`config.mk`:
```
export PLATFORM = sky130hd
export DESIGN_NAME = reservation_station_flat
export DESIGN_NICKNAME = d
export VERILOG_FILES = /design/src/rtl/reservation_station_pkg.sv /design/src/rtl/reservation_station_if.sv /design/src/rtl/rs_wakeup_cmp.sv /design/src/rtl/reservation_station.sv /design/src/flat_wrapper.sv
export SDC_FILE = /design/constraint.sdc
export NUM_CORES = 1
export LEC_CHECK = 0
export ABC_AREA = 1
export CAP_MARGIN = 20
export CORE_MARGIN = 3
export CORE_UTILIZATION = 63
export CTS_CLUSTER_DIAMETER = 120
export CTS_CLUSTER_SIZE = 30
export DETAILED_ROUTE_END_ITERATION = 6
export PLACE_DENSITY = 0.95
export SYNTH_ARGS = -nofsm -noshare
export SYNTH_HDL_FRONTEND = slang
export SYNTH_SLANG_ARGS = --single-unit
```
`constraint.sdc`:
```
create_clock -name clk -period 7.9 [get_ports clk]
set_clock_uncertainty 0.05 [all_clocks]
set_input_delay 1.58 -clock clk [delete_from_list [all_inputs] [get_ports clk]]
set_output_delay 1.58 -clock clk [all_outputs]
set_load 0.01 [all_outputs]
```
`src/rtl/reservation_station_pkg.sv`:
```
// Shared backend types for the issue queues: entry payload, EU ids and queue depths.
package reservation_station_pkg;

  localparam int unsigned NUM_EU          = 4;
  localparam int unsigned PHYS_TAG_W      = 6;
  localparam int unsigned INT_ISSUE_DEPTH = 8;
  localparam int unsigned MUD_ISSUE_DEPTH = 8;
  localparam int unsigned BR_ISSUE_DEPTH  = 8;
  localparam int unsigned MEM_ISSUE_DEPTH = 8;

  typedef enum logic [1:0] {EuAlu, EuMud, EuBru, EuMem} euid_e;

  typedef struct packed {
    logic [3:0]  op;
    logic [31:0] imm;
  } res_ctrl_t;

  typedef struct packed {
    logic [PHYS_TAG_W-1:0] prs1_addr;
    logic [PHYS_TAG_W-1:0] prs2_addr;
    logic [PHYS_TAG_W-1:0] prd_addr;
  } res_meta_t;

  typedef struct packed {
    logic [31:0] pc;
  } res_rvfi_t;

  typedef struct packed {
    res_ctrl_t ctrl;
    res_meta_t meta;
    res_rvfi_t rvfi;
  } res_entry_t;

endpackage

```
`src/rtl/reservation_station_if.sv`:
```
// Dispatch and issue-select bundle between the backend and one reservation station.
interface reservation_station_if
  import reservation_station_pkg::*;
#(
  parameter int unsigned DEPTH  = 8,
  parameter int unsigned EUID_W = 2
) ();

  logic                         dispatch_valid;
  res_entry_t                   dispatch_entry;
  logic                         dispatch_rs1_ready;
  logic                         dispatch_rs2_ready;
  logic [EUID_W-1:0]            dispatch_euid;
  logic                         full;
  logic                         empty;
  logic [DEPTH-1:0]             req;
  logic [DEPTH-1:0][EUID_W-1:0] euid;
  logic                         ren;
  logic [$clog2(DEPTH)-1:0]     raddr;
  res_entry_t                   rdata;

  modport master (
    output dispatch_valid, dispatch_entry, dispatch_rs1_ready, dispatch_rs2_ready,
    output dispatch_euid, ren, raddr,
    input  full, empty, req, euid, rdata
  );

  modport slave (
    input  dispatch_valid, dispatch_entry, dispatch_rs1_ready, dispatch_rs2_ready,
    input  dispatch_euid, ren, raddr,
    output full, empty, req, euid, rdata
  );

endinterface

```
`src/rtl/rs_wakeup_cmp.sv`:
```
// Compares one source tag against all CDB broadcasts; tag 0 never hits.
module rs_wakeup_cmp #(
  parameter int unsigned NUM_CDB = 2,
  parameter int unsigned PTAG_W  = 6
) (
  input  logic [PTAG_W-1:0]              ptag,
  input  logic [NUM_CDB-1:0]             cdb_valid,
  input  logic [NUM_CDB-1:0][PTAG_W-1:0] cdb_ptag,
  output logic                           hit
);

  always_comb begin
    hit = 1'b0;
    for (int k = 0; k < NUM_CDB; k++) begin
      if (cdb_valid[k] && (cdb_ptag[k] == ptag)) hit = 1'b1;
    end
    if (ptag == '0) hit = 1'b0;
  end

endmodule

```
`src/rtl/reservation_station.sv`:
```
// Unordered issue queue: holds dispatched entries until both sources are woken by the CDB.
module reservation_station
  import reservation_station_pkg::*;
#(
  parameter int unsigned DEPTH   = INT_ISSUE_DEPTH,
  parameter int unsigned NUM_CDB = 2,
  parameter int unsigned PTAG_W  = PHYS_TAG_W,
  parameter int unsigned EUID_W  = $clog2(NUM_EU)
) (
  input  logic                           clk,
  input  logic                           rst_n,
  input  logic                           flush,
  input  logic [NUM_CDB-1:0]             cdb_valid,
  input  logic [NUM_CDB-1:0][PTAG_W-1:0] cdb_ptag,
  reservation_station_if.slave           rs
);

  localparam int unsigned IDX_W = $clog2(DEPTH);

  logic [DEPTH-1:0]             valid_q, valid_d;
  logic [DEPTH-1:0]             rdy1_q, rdy1_d;
  logic [DEPTH-1:0]             rdy2_q, rdy2_d;
  logic [DEPTH-1:0]             hit1, hit2, req_w;
  res_entry_t                   entry_q [DEPTH];
  logic [DEPTH-1:0][EUID_W-1:0] euid_q;

  logic             full_w;
  logic             dispatch_accept;
  logic [IDX_W-1:0] free_idx;
  logic             disp_hit1, disp_hit2;
  logic             disp_rdy1, disp_rdy2;
  logic             issue_take;

  for (genvar i = 0; i < DEPTH; i++) begin : g_slot
    rs_wakeup_cmp #(.NUM_CDB(NUM_CDB), .PTAG_W(PTAG_W)) u_cmp1 (
      .ptag      (entry_q[i].meta.prs1_addr),
      .cdb_valid (cdb_valid),
      .cdb_ptag  (cdb_ptag),
      .hit       (hit1[i])
    );
    rs_wakeup_cmp #(.NUM_CDB(NUM_CDB), .PTAG_W(PTAG_W)) u_cmp2 (
      .ptag      (entry_q[i].meta.prs2_addr),
      .cdb_valid (cdb_valid),
      .cdb_ptag  (cdb_ptag),
      .hit       (hit2[i])
    );
  end

  // Same-cycle bypass: a tag broadcast while its consumer dispatches.
  rs_wakeup_cmp #(.NUM_CDB(NUM_CDB), .PTAG_W(PTAG_W)) u_disp_cmp1 (
    .ptag      (rs.dispatch_entry.meta.prs1_addr),
    .cdb_valid (cdb_valid),
    .cdb_ptag  (cdb_ptag),
    .hit       (disp_hit1)
  );
  rs_wakeup_cmp #(.NUM_CDB(NUM_CDB), .PTAG_W(PTAG_W)) u_disp_cmp2 (
    .ptag      (rs.dispatch_entry.meta.prs2_addr),
    .cdb_valid (cdb_valid),
    .cdb_ptag  (cdb_ptag),
    .hit       (disp_hit2)
  );

  assign disp_rdy1 = rs.dispatch_rs1_ready | (rs.dispatch_entry.meta.prs1_addr == '0) | disp_hit1;
  assign disp_rdy2 = rs.dispatch_rs2_ready | (rs.dispatch_entry.meta.prs2_addr == '0) | disp_hit2;

  assign req_w           = valid_q & rdy1_q & rdy2_q;
  assign full_w          = &valid_q;
  assign dispatch_accept = rs.dispatch_valid & ~full_w;
  assign issue_take      = rs.ren & req_w[rs.raddr];

  always_comb begin
    free_idx = '0;
    for (int i = DEPTH - 1; i >= 0; i--) begin
      if (!valid_q[i]) free_idx = IDX_W'(i);
    end
  end

  // Free slot comes from pre-issue state, so an issued slot is never refilled the same cycle.
  always_comb begin
    valid_d = valid_q;
    rdy1_d  = rdy1_q | (valid_q & hit1);
    rdy2_d  = rdy2_q | (valid_q & hit2);
    if (issue_take) valid_d[rs.raddr] = 1'b0;
    if (dispatch_accept) begin
      valid_d[free_idx] = 1'b1;
      rdy1_d[free_idx]  = disp_rdy1;
      rdy2_d[free_idx]  = disp_rdy2;
    end
    if (flush) begin
      valid_d = '0;
      rdy1_d  = '0;
      rdy2_d  = '0;
    end
  end

  always_ff @(posedge clk or negedge rst_n) begin
    if (!rst_n) begin
      valid_q <= '0;
      rdy1_q  <= '0;
      rdy2_q  <= '0;
    end else begin
      valid_q <= valid_d;
      rdy1_q  <= rdy1_d;
      rdy2_q  <= rdy2_d;
    end
  end

  always_ff @(posedge clk) begin
    if (dispatch_accept) begin
      entry_q[free_idx] <= rs.dispatch_entry;
      euid_q[free_idx]  <= rs.dispatch_euid;
    end
  end

  assign rs.full  = full_w;
  assign rs.empty = ~|valid_q;
  assign rs.req   = req_w;
  assign rs.euid  = euid_q;
  assign rs.rdata = entry_q[rs.raddr];

  a_dispatch_full: assert property (@(posedge clk) disable iff (!rst_n)
    !(rs.dispatch_valid && full_w))
    else $warning("reservation_station: dispatch while full dropped");

  a_issue_not_ready: assert property (@(posedge clk) disable iff (!rst_n)
    !(rs.ren && !req_w[rs.raddr]))
    else $error("reservation_station: issue of a slot that is not requesting");

endmodule

```
`src/flat_wrapper.sv`:
```
// flat-port wrapper written by rule: the top's interface ports become plain ports
module reservation_station_flat import reservation_station_pkg::*;
#(
  parameter int unsigned DEPTH   = INT_ISSUE_DEPTH,
  parameter int unsigned NUM_CDB = 2,
  parameter int unsigned PTAG_W  = PHYS_TAG_W,
  parameter int unsigned EUID_W  = $clog2(NUM_EU)
)
  (clk, rst_n, flush, cdb_valid, cdb_ptag, rs_dispatch_valid, rs_dispatch_entry, rs_dispatch_rs1_ready, rs_dispatch_rs2_ready, rs_dispatch_euid, rs_ren, rs_raddr, rs_full, rs_empty, rs_req, rs_euid, rs_rdata);
  reservation_station_if #(.DEPTH(DEPTH), .EUID_W(EUID_W)) rs_i ();
  input  logic clk;
  input  logic rst_n;
  input  logic flush;
  input  logic [NUM_CDB-1:0] cdb_valid;
  input  logic [NUM_CDB-1:0][PTAG_W-1:0] cdb_ptag;
  input wire logic [$bits(rs_i.dispatch_valid)-1:0] rs_dispatch_valid;
  input wire logic [$bits(rs_i.dispatch_entry)-1:0] rs_dispatch_entry;
  input wire logic [$bits(rs_i.dispatch_rs1_ready)-1:0] rs_dispatch_rs1_ready;
  input wire logic [$bits(rs_i.dispatch_rs2_ready)-1:0] rs_dispatch_rs2_ready;
  input wire logic [$bits(rs_i.dispatch_euid)-1:0] rs_dispatch_euid;
  input wire logic [$bits(rs_i.ren)-1:0] rs_ren;
  input wire logic [$bits(rs_i.raddr)-1:0] rs_raddr;
  output wire logic [$bits(rs_i.full)-1:0] rs_full;
  output wire logic [$bits(rs_i.empty)-1:0] rs_empty;
  output wire logic [$bits(rs_i.req)-1:0] rs_req;
  output wire logic [$bits(rs_i.euid)-1:0] rs_euid;
  output wire logic [$bits(rs_i.rdata)-1:0] rs_rdata;
  assign rs_i.dispatch_valid = rs_dispatch_valid;
  assign rs_i.dispatch_entry = rs_dispatch_entry;
  assign rs_i.dispatch_rs1_ready = rs_dispatch_rs1_ready;
  assign rs_i.dispatch_rs2_ready = rs_dispatch_rs2_ready;
  assign rs_i.dispatch_euid = rs_dispatch_euid;
  assign rs_i.ren = rs_ren;
  assign rs_i.raddr = rs_raddr;
  assign rs_full = rs_i.full;
  assign rs_empty = rs_i.empty;
  assign rs_req = rs_i.req;
  assign rs_euid = rs_i.euid;
  assign rs_rdata = rs_i.rdata;
  reservation_station #(.DEPTH(DEPTH), .NUM_CDB(NUM_CDB), .PTAG_W(PTAG_W), .EUID_W(EUID_W)) u_core (.clk(clk), .rst_n(rst_n), .flush(flush), .cdb_valid(cdb_valid), .cdb_ptag(cdb_ptag), .rs(rs_i));
endmodule
```
==> out/results.ini, run 1 <==
[die]
core_area_um2=48150
ios=224
start_util=0.6444
rows=80
dieWidth_um=227.9
dieHeight_um=227.9
die_area_um2=51940

[setup_path]
max_stage_delay_ps=810
arrival_ps=5030
cpLargestDelayFamily=buffers and inverters
worstPathRequired_ps=6270
crit_chain=clkdlybuf4s50_1 -> nand2_4 -> clkinv_2 -> buf_12 -> nand2_1 -> nand2_1 -> nor2_1 -> nand4_1 -> clkdlybuf4s50_1
critPathLaunchType=input port
cp-end-kind=output port
cp_max_fo=43
worst-path-buf-inv=4
crit_path_top_delay_cell=clkinv_2
critPathKind=in -> out

[yosys]
ys_seq_area_frac=0.7008
yosysWarnings=0
synth-async-reset-ratio=0.03297
ys_types=41
ys.flop_type=edfxtp_1
synth_common_cells=888 x nand2_1, 704 x edfxtp_1, 212 x inv_1
synth_area_leader_cell=edfxtp_1
synth_top_area_share=0.6814
syn_inst=2692
synth.most_common_cell=nand2_1
avgSynthCellArea_um2=11.52
synth_area_um2=31020
syn-num-nets=2804
synth_edf_count=704
synth_area_leaders=edfxtp_1 68%, nand2_1 11%, inv_1 2.6%
ys_ff_latch=728

[job]
drv_cap=0

[status]
violations=DRC
outcome=complete, but fails checks

[drt]
wl_per_cell_um=27.01
via_per_inst=6.542
antenna_left=0
routed_wl_mm=95.69
drt_first_iter_violations=3849
drc=1
firstDrtPassIters=7
vias=23180

[power_and_ir_drop]
internal_power_mw=5.235
irDropWorstVdd_v=0.0003348
power_frac_comb=0.100
leakage_nw=12.85
switchingPower_mw=1.581
switching_share=0.2319
power_density_nw_per_um2=196.6
p_seq_frac=0.636
pwr-share-clk=0.264

[cts]
cts_buffers=28
clk_latency_ps=630
htreeDepth=1
postCtsResizedCells=0
cts-root-buf=clkbuf_16
clk_pin_slew_ps=120
cts_setup_buffers=0
cts_hold_buf=0
cts_tree=built
cts_sinks=728
clockBufferDepth=3

[global_routing]
antenna_found_initial=3
overflow=0
grt_pass1_wl_mm=141.2
grt_pass1_vias=22570
grt_max_degree=75
grt_usage=0.3615

[timing]
slew_violations=0
max_freq_ghz=0.1501
relSlewSlack=0.1605
setup_viol=0
period_share=0.8431
period_needed_ps=6661
finalSetupTns_ps=0
worstMarginPinSlew_ps=1255
rsz0062_at_grt=no
hold_viol=0

[hold_path]
worstHoldPathType=reg -> reg

[placed_design]
io_buffers=223
place_congestion=0.9866
dp_hpwl_mm=57.08

[final_layout]
final_core_util=0.7201
final_nets=2984
drive_above_1_share=0.04473
syn2layout_area_growth_pct=11.76

metal layers:
| metal | up-vias | wire, um | share of wire | global-route usage |
|---|---|---|---|---|
| li1 | 9704 | - | - | - |
| met1 | 10960 | 32810 | 0.34 | 0.4839 |
| met2 | 2143 | 45060 | 0.47 | 0.5837 |
| met3 | 367 | 12940 | 0.14 | 0.06637 |
| met4 | 2 | 4860 | 0.051 | 0.1699 |
| met5 | - | 12 | 0.00013 | 0 |
kinds of logic (layout without fill, tap and decap cells):
logic type,after synthesis,after routing,share of synthesized area
compound gates,340,340,0.07590
xor+xnor,28,28,0.007905
buf+inv,343,535,0.04852
flops,728,728,0.7008
other cells,0,3,0
simple gates,1253,1253,0.1669
layout make-up:
type                       instances  area [um^2]
sequential                       728        21740
fill                            2959        13470
inverter                         232        884.6
timing repair buffer             261         2625
multi-input combinational       1621         7792
clock inverter                     1        30.03
clock buffer                      41        770.7
tap                              656        820.8
antenna                            3        7.507
registers in the layout, indices dropped and copies added (netlist names):
register and flops:
u_core.rdy2_q 8, u_core.rdy1_q 8, u_core.valid_q 8, u_core.rs.euid 16, u_core.entry_q 688
power by group through the flow:
| stage | Sequential, mW | Clock [mW] | Combinational (mW) |
|---|---|---|---|
| after floorplan | 4.41 | 0 | 0.308 |
| after global placement | 4.41 | 0 | 0.634 |
| after detailed placement | 4.42 | 0 | 0.656 |
| after CTS | 4.33 | 1.79 | 0.664 |
| after global routing | 4.34 | 1.90 | 0.718 |
| final | 4.33 | 1.80 | 0.682 |
tightest hold or removal path, delay by kind of cell (launching register included):
kind | cells | cell delay (ps)
AND/OR/NAND/NOR | 2 | 130
flip-flops | 1 | 370
cells in the final DEF, fill, tap and decap left out, drive strengths merged:
master         instances
nand2                895
edfxtp               704
inv                  226
clkdlybuf4s50        223
nor2                 159
a22oi                 88
nand3                 84
nand4                 81
a21oi                 78
o21ai                 70
a22o                  42
clkbuf                41
buf                   38
a221oi                25
dfrtp                 24
o22ai                 20
nor3                  19
xor2                  17
and3                  12
xnor2                 11
o211ai                 9
clkinv                 7
o2111ai                6
diode                  3
o21bai                 2
nand3b                 1
or4                    1
nor4                   1
worst paths after layout:
kind | cells after the start | slack [ps] | end | start
setup reg to reg | 8 | 4270 | u_core.entry_q[6][4] | u_core.valid_q[0]
max in group asynchronous | 2 | 5990 | u_core.valid_q[2] | rst_n
min in group asynchronous | 1 | 1270 | u_core.rdy1_q[7] | rst_n
hold reg to reg | 2 | 490 | u_core.rdy1_q[4] | u_core.rdy1_q[4]
setup / recovery | 9 | 1240 | rs_rdata[60] | rs_raddr[0]
hold / removal | 2 | 490 | u_core.rdy1_q[4] | u_core.rdy1_q[4]
through the flow:
step | total power, mW | cell area [um^2] | hold slack, ps | instances | setup slack (ps)
CTS | 6.782 | 34660 | 472.1 | 3540 | 1366
finish | 6.816 | 34670 | 490.5 | 3543 | 1239
floorplan | 4.717 | 31020 | 414.4 | 2692 | 3245
detailed placement | 5.075 | 33860 | 444.6 | 3498 | 1432
global route | 6.958 | 34670 | 514.7 | 3541 | 1232
global placement | 5.045 | 33850 | 432.6 | 3497 | 1588
Power figures use the tool's default switching activity.
==> inputs of run 2 (changes only) <==
Settings changed: CORE_UTILIZATION 63 to 53, PLACE_DENSITY 0.95 to 0.86.
Clock period 7.9 ns to 6 ns, I/O delays scaled along.
==> out/results.ini, run 2 (same netlist as run 1, synthesis figures left out) <==
[cts]
cts-root-buf=clkbuf_16
clk_latency_ps=620
cts_hold_buf=0
cts_buffers=28
cts_tree=built
clockBufferDepth=3
postCtsResizedCells=0
clk_pin_slew_ps=120
cts_sinks=728
htreeDepth=1
cts_setup_buffers=0

[die]
die_area_um2=61470
start_util=0.5367
dieHeight_um=247.9
rows=88
core_area_um2=57810
dieWidth_um=247.9
ios=224

[final_layout]
syn2layout_area_growth_pct=12.97
final_nets=3001
final_core_util=0.6063
drive_above_1_share=0.05098
largest-register=u_core.entry_q
final_area_um2=35050
layout.cells.non_filler=3676
largest_reg_flops=688
layout_commonest_cell=nand2_1
fill_cells=4353
final_cell_mix=888 x nand2_1, 704 x edfxtp_1, 223 x clkdlybuf4s50_1, 209 x inv_1, 149 x nor2_1

[setup_path]
arrival_ps=4130
worstPathRequired_ps=4750
cp_max_fo=30
critPathLaunchType=input port
critPathKind=in -> out
cp-end-kind=output port

[global_routing]
grt_max_degree=78
grt_pass1_wl_mm=128.2
antenna_found_initial=10
grt_pass1_vias=21200
overflow=0
grt_usage=0.2786

[hold_path]
worstHoldPathType=reg -> reg

[timing]
setup_viol=0
setup_ws_ps=618.1
whs_ps=461.8
max_freq_ghz=0.1858
slew_violations=0
finalSetupTns_ps=0
worstMarginPinSlew_ps=1169
relSlewSlack=0.2181
period_needed_ps=5382
rsz0062_at_grt=no
period_share=0.8970
hold_viol=0

[drt]
firstDrtPassIters=7
drt_first_iter_violations=2900
routed_wl_mm=86.87
wl_per_cell_um=23.63
antenna_left=0
vias=22100
via_per_inst=6.012
drc=6

[placed_design]
dp_hpwl_mm=51.74
place_congestion=0.9843
place_inst=3623
placed_area_um2=34170
io_buffers=223
dpl_worst_slack_ps=619.3

[power_and_ir_drop]
leakage_nw=12.97
p_total_mw=8.989
irDropWorstVdd_v=0.0002239
power_density_nw_per_um2=256.5

[job]
drv_cap=0

[status]
outcome=complete, but fails checks
violations=DRC

run 2: cell types whose count changed in the layout (fill, tap and decap cells not counted), sizes merged:
cell and delta:
clkbuf +1, bufinv +1, buf +17, diode +5
run 2: routing by layer:
metal / share of wire / track usage / up-vias
met3: 0.13 / 0.06461 / 289
met1: 0.37 / 0.3759 / 10510
met2: 0.46 / 0.4362 / 1552
met5: 0.00037 / 0 / -
met4: 0.044 / 0.1219 / 6
li1: - / - / 9746
run 2: report_power, final:
group          switching, mW  internal, mW  total, mW
registers             0.0364          5.66       5.70
logic                  0.556         0.327      0.883
clock network           1.44         0.963       2.41
total                   2.04          6.95       8.99
run 2: final timing paths:
check	from	to	slack (ps)	cells after the start
hold / removal	u_core.rdy2_q[6]	u_core.rdy2_q[6]	460	2
setup / recovery	rs_raddr[0]	rs_rdata[20]	620	7
min in group asynchronous	rst_n	u_core.rdy2_q[0]	810	1
max in group asynchronous	rst_n	u_core.valid_q[0]	4650	2
hold reg to reg	u_core.rdy2_q[6]	u_core.rdy2_q[6]	460	2
setup reg to reg	u_core.valid_q[0]	u_core.entry_q[7][65]	2790	7
run 2: critical path, stage by stage:
cell and delay, ps:
clkdlybuf4s50_1 670, nand3_2 190, clkinv_2 630, buf_4 430, a22oi_1 200, nand4_1 230
clkdlybuf4s50_1 560
run 2: area by class of cell:
type / count / area (um^2) / share of cell area
inverters: 232 / 890.9 / 0.02542
diodes: 8 / 20.02 / 0.0005712
flip-flops and latches: 728 / 21740 / 0.6203
repair buffers: 278 / 2815 / 0.08033
clock buffers: 42 / 784.5 / 0.02238
clock inverters: 2 / 46.29 / 0.001321
well taps: 765 / 957.2 / 0.02731
multi-input cells: 1621 / 7792 / 0.2223
